$ cat config.mk
export PLATFORM = sky130hd
export DESIGN_NAME = chi5_shared_det_stage
export DESIGN_NICKNAME = d
export VERILOG_FILES = /design/src/rtl/chi5_shared_det_stage.sv
export SDC_FILE = /design/constraint.sdc
export NUM_CORES = 1
export LEC_CHECK = 0
export ABC_AREA = 1
export ABC_CLOCK_PERIOD_IN_PS = 2140
export BUFFER_PORTS_ARGS = -buffer_cell sky130_fd_sc_hd__buf_2
export CELL_PAD_IN_SITES_DETAIL_PLACEMENT = 0
export CELL_PAD_IN_SITES_GLOBAL_PLACEMENT = 1
export CORE_ASPECT_RATIO = 0.6
export CORE_MARGIN = 1.5
export CORE_UTILIZATION = 30
export CTS_CLUSTER_DIAMETER = 30
export CTS_CLUSTER_SIZE = 8
export DETAILED_ROUTE_END_ITERATION = 12
export GPL_ROUTABILITY_DRIVEN = 0
export PLACE_DENSITY = 0.77
export SLEW_MARGIN = 25
export SYNTH_ARGS = -nofsm -noshare
export SYNTH_HDL_FRONTEND = slang
export SYNTH_SLANG_ARGS = --single-unit
$ cat constraint.sdc
create_clock -name clk -period 2.14 [get_ports clk]
set_clock_uncertainty 0.2 [all_clocks]
set_input_delay 0.214 -clock clk [delete_from_list [all_inputs] [get_ports clk]]
set_output_delay 0.214 -clock clk [all_outputs]
set_load 0.02 [all_outputs]
$ cat src/rtl/chi5_shared_det_stage.sv
// Registered output stage behind the duplicated two-share Chi5 S-box pair.
// It re-masks the good beats, forces faulty beats to zero and counts detected faults.
// Once the threshold is reached it locks until reset.
module chi5_shared_det_stage #(
    parameter int unsigned FAULT_THRESHOLD = 1,
    parameter int unsigned CNT_WIDTH       = 4,
    parameter bit          REFRESH_EN      = 1'b1
) (
    input  logic                 clk,
    input  logic                 reset,
    input  logic                 port_in_valid,
    output logic                 port_in_ready,
    input  logic [1:0]           port_a_in,
    input  logic [1:0]           port_b_in,
    input  logic [1:0]           port_c_in,
    input  logic [1:0]           port_d_in,
    input  logic [1:0]           port_e_in,
    input  logic [1:0]           port_det_in,
    input  logic [4:0]           port_rand,
    output logic                 port_out_valid,
    input  logic                 port_out_ready,
    output logic [1:0]           port_a_out,
    output logic [1:0]           port_b_out,
    output logic [1:0]           port_c_out,
    output logic [1:0]           port_d_out,
    output logic [1:0]           port_e_out,
    output logic                 port_fault_out,
    output logic                 port_alarm,
    output logic [CNT_WIDTH-1:0] port_fault_cnt
);

    typedef enum logic [0:0] {StRun, StLocked} state_t;

    state_t               state_q, state_d;
    logic                 out_valid_q;
    logic                 fault_q;
    logic [4:0][1:0]      shares_q, shares_d;
    logic [CNT_WIDTH-1:0] cnt_q, cnt_d;
    logic [4:0][1:0]      in_shares;
    logic [4:0]           mask;
    logic                 accept;
    logic                 in_fault;

    assign in_shares = {port_e_in, port_d_in, port_c_in, port_b_in, port_a_in};
    assign mask      = REFRESH_EN ? port_rand : 5'b0;
    assign in_fault  = (port_det_in != 2'b11);
    assign accept    = port_in_valid && port_in_ready;

    // Same mask bit goes into both shares so the unshared value is preserved.
    always_comb begin
        shares_d = '0;
        for (int k = 0; k < 5; k++) begin
            if (!in_fault) begin
                shares_d[k] = in_shares[k] ^ {mask[k], mask[k]};
            end
        end
    end

    // Saturating fault counter; only advances on an accepted faulty beat.
    always_comb begin
        cnt_d = cnt_q;
        if (accept && in_fault && (cnt_q != {CNT_WIDTH{1'b1}})) begin
            cnt_d = cnt_q + CNT_WIDTH'(1);
        end
    end

    // FSM state register.
    always_ff @(posedge clk or posedge reset) begin
        if (reset) begin
            state_q <= StRun;
        end else begin
            state_q <= state_d;
        end
    end

    // Lock in the same edge that captures the threshold-reaching beat.
    always_comb begin
        state_d = state_q;
        unique case (state_q)
            StRun: begin
                if (accept && in_fault && (32'(cnt_d) >= FAULT_THRESHOLD)) begin
                    state_d = StLocked;
                end
            end
            StLocked: state_d = StLocked;
            default:  state_d = StRun;
        endcase
    end

    // FSM outputs: handshake gating and sticky alarm.
    always_comb begin
        port_in_ready = (state_q == StRun) && (!out_valid_q || port_out_ready);
        port_alarm    = (state_q == StLocked);
    end

    // Pipeline register: capture on accept, drop valid on drain without refill.
    always_ff @(posedge clk or posedge reset) begin
        if (reset) begin
            out_valid_q <= 1'b0;
            fault_q     <= 1'b0;
            shares_q    <= '0;
            cnt_q       <= '0;
        end else begin
            cnt_q <= cnt_d;
            if (accept) begin
                out_valid_q <= 1'b1;
                fault_q     <= in_fault;
                shares_q    <= shares_d;
            end else if (port_out_ready) begin
                out_valid_q <= 1'b0;
            end
        end
    end

    assign port_out_valid = out_valid_q;
    assign port_fault_out = fault_q;
    assign port_fault_cnt = cnt_q;
    assign port_a_out     = shares_q[0];
    assign port_b_out     = shares_q[1];
    assign port_c_out     = shares_q[2];
    assign port_d_out     = shares_q[3];
    assign port_e_out     = shares_q[4];

endmodule

==> impl_summary.txt <==
----------------------------------------------------
[Status]
  Outcome ... finished clean

[Final layout]
  Antenna diodes ... 0
  Utilization after layout ... 0.438
  Leading cell type in the layout, fill and taps excluded ... sky130_fd_sc_hd__buf_2
  Number of nets in the layout ... 155
  Final instance count without filler cells ... 164
  Share of post-route cells with drive strength above 1 ... 0.402
  Most frequent cells in the layout ... sky130_fd_sc_hd__buf_2, sky130_fd_sc_hd__nand2_1, sky130_fd_sc_hd__dfrtp_1, sky130_fd_sc_hd__xnor2_1, sky130_fd_sc_hd__o31ai_1
  Area of all placed cells without fillers ... 0.00115 mm²
  Layout overhead on the synthesized area ... 32.2%

[Clock tree]
  Clock tree from TritonCTS ... yes
  Post-CTS setup buffers ... 0
  Clock Path Buffers ... 2
  Post-cts hold buffer count ... 1
  H-tree depth ... 1
  Number of gates resized after CTS ... 0
  Post-CTS clock slew at the launch and capture registers of the worst setup and hold paths ... 70 ps
  CTS sink cnt ... 17
  Clock network latency to the later pin of the worst-skew pair ... 250 ps
  Number of clock buffers inserted by TritonCTS ... 3
  Cell at the root of the clock tree ... sky130_fd_sc_hd__clkbuf_8

[STA]
  Setup repair after global routing missed its margin ... no
  Max Slew Vio Count ... 0
  Transition at the pin with the smallest max-transition slack ... 656 ps
  Final setup TNS ... 0 ps
  Final hold violation count ... 0
  Max transition margin ... 0.562
  Final Setup Violations ... 0
  Final worst hold slack ... 33.8 ps
  Worst setup margin ... 446 ps
  Final critical-path share of the clock period ... 0.791
  Achievable clock frequency ... 590 MHz
  Min Tclk post-route ... 1690 ps

[Detailed routing]
  DRC violation count after routing ... 0
  ANT nets after route ... 0
  Met3 wirelength from detailed routing ... 157 µm
  Average detailed-routed wire length per instance ... 11.8 µm
  Sum of routed wire length over all layers ... 1940 µm
  Via total after detailed routing ... 753
  Detailed router's first-iteration violation count ... 32
  Highest routed metal layer ... met4
  Post-detailed-route via-to-cell ratio ... 4.59
  WL met1 ... 1020 µm
  First-pass DRT Iterations ... 4
  Met2 wire length ... 733 µm

[Placed design]
  Number of cells in the design after placement ... 159
  I/O Buffers ... 38
  Post-DP Area ... 0.00109 mm²
  Post-placement setup slack ... 442 ps
  Detailed placer's ending HPWL ... 1530 µm

[Worst setup path]
  Capturing instance or port of the critical path ... port_alarm
  Depth of the worst register-to-register path ... 10
  Worst R2R Setup Slack ... 450 ps
  Cell type with the highest occurrence count on the critical path ... sky130_fd_sc_hd__nand2_1
  Critical path capture point type ... flip-flop
  Largest delay share family, worst path ... simple AND/OR/NAND/NOR gates
  Worst reg2reg startpoint ... port_alarm
  R2R Path End ... port_alarm
  Delay contributed by the slowest stage of the critical path ... 400 ps
  Cell-by-cell trace of the critical path ... inv_2, nand3_4, nor2_4, nand2_2, nand2_1, nand2_1, nor2_1, nand2_1, nand2_1, nand2_1
  Startpoint types ... flip-flop
  Critical path class ... flip-flop to flip-flop
  Critical path buffers and inverters ... 1
  Library cell contributing the largest single delay on the critical path ... sky130_fd_sc_hd__dfrtp_1
  Depth of the critical timing path with buffers and inverters included ... 10
  Largest fanout of any net on the critical path ... 23
  Startpoint of the worst setup timing path ... port_alarm
  Required time of the critical path ... 2090 ps
  WP data arrival ... 1640 ps

[Synthesis]
  Combined area of all synthesized cells ... 870 µm²
  Seq cells post-synth ... 17
  Synth unique cells ... 21
  Warnings from Yosys ... 0
  Syn_nets ... 113
  Synthesized area divided by synthesized cell count ... 9.56 µm²
  Part of the Yosys area used for sequential elements ... 0.489
  Instance count of the mapped netlist ... 91

[Floorplanning]
  Count of boundary I/O pins ... 39
  Initial core utilization ... 0.331
  Num rows ... 14
  Chip width ... 72.5 µm
  Area inside the core boundary ... 0.00263 mm²
  Floorplan die area ... 0.00324 mm²
  Die span in y ... 44.7 µm

[GRT]
  Initial antenna violation count ... 0
  Vias in the first global route ... 694
  Overall global routing resource usage ... 0.139
  Wire length of the first global-routing pass ... 3250 µm
  Global-route congestion overflow total ... 0
  Largest net degree at the start of global routing ... 24

[Pwr]
  Power density cells ... 538 mW/mm²
  Peak supply drop ... 259 µV
  Leakage Power ... 0.615 nW
  Final Total Pwr ... 0.618 mW

[Job]
  Max Cap Violations ... 0

[Hold path]
  Class of the worst hold path ... primary input to flip-flop

----------------------------------------------------
[kinds of logic after synthesis]
kind of cell             count (synthesis)  share of synthesized area
AND/OR/NAND/NOR                         39                      0.233
flip-flops                              17                      0.489
AO/OA/AOI/OAI                           13                      0.106
XOR/XNOR                                11                      0.111
buffers and inverters                   10                     0.0460
adder cells (fa/ha/maj)                  1                     0.0144
[Yosys cell counts, drive strengths merged]
| cell | instances | area [µm²] |
|---|---|---|
| nor2 | 5 | 33.8 |
| o21bai | 1 | 7.51 |
| buf | 2 | 10.0 |
| xnor2 | 10 | 87.6 |
| ha | 1 | 12.5 |
| nand3 | 4 | 32.5 |
| clkbuf | 1 | 3.75 |
| or2 | 1 | 6.26 |
| o31ai | 10 | 75.1 |
| nand4 | 1 | 12.5 |
| nand2 | 28 | 118 |
| a21oi | 1 | 5.00 |
| xor2 | 1 | 8.76 |
| dfrtp | 17 | 425 |
| o21ai | 1 | 5.00 |
| inv | 7 | 26.3 |
[registers in the layout (all words and copies together) (netlist names)]
name            flops
port_b_out          2
port_fault_out      1
port_out_valid      1
port_e_out          2
port_c_out          2
port_d_out          2
port_alarm          1
port_fault_cnt      4
port_a_out          2
[per-layer routing]
metal  GRT usage  vias to the layer above
met5           0                        -
met4      0.0566                        0
met3      0.0625                        4
met2       0.187                       30
met1       0.193                      338
li1            -                      381
[where the power goes]
part           switching (mW)  total, mW  internal (mW)
Combinational          0.0288     0.0571         0.0283
Clock                   0.111      0.240          0.129
Sequential                  0      0.321          0.321
Total                   0.139      0.618          0.479
[worst min path at each step]
stage	startpoint	to	slack, ps	cells past startpoint
after CTS	port_out_ready	port_out_valid	30	4
after global placement	reset	port_c_out[1]	130	2
after detailed placement	reset	port_b_out[1]	150	2
final	port_out_ready	port_out_valid	30	4
after global routing	port_out_ready	port_out_valid	40	4
after floorplan	reset	port_a_out[0]	-60	1
[worst min-delay path, stage by stage]
cell                      delay, ps
sky130_fd_sc_hd__buf_2           80
sky130_fd_sc_hd__inv_2           40
sky130_fd_sc_hd__nand2_4         70
sky130_fd_sc_hd__nand2_1         50
[layout make-up]
class	count	area, µm²
clock buffers	3	41.3
clock inverters	1	5.00
fillers	270	1480
inverters	7	26.3
multi-input cells	64	404
flip-flops and latches	17	425
well taps	32	40.0
repair buffers	40	208
Power figures use the tool's default switching activity.
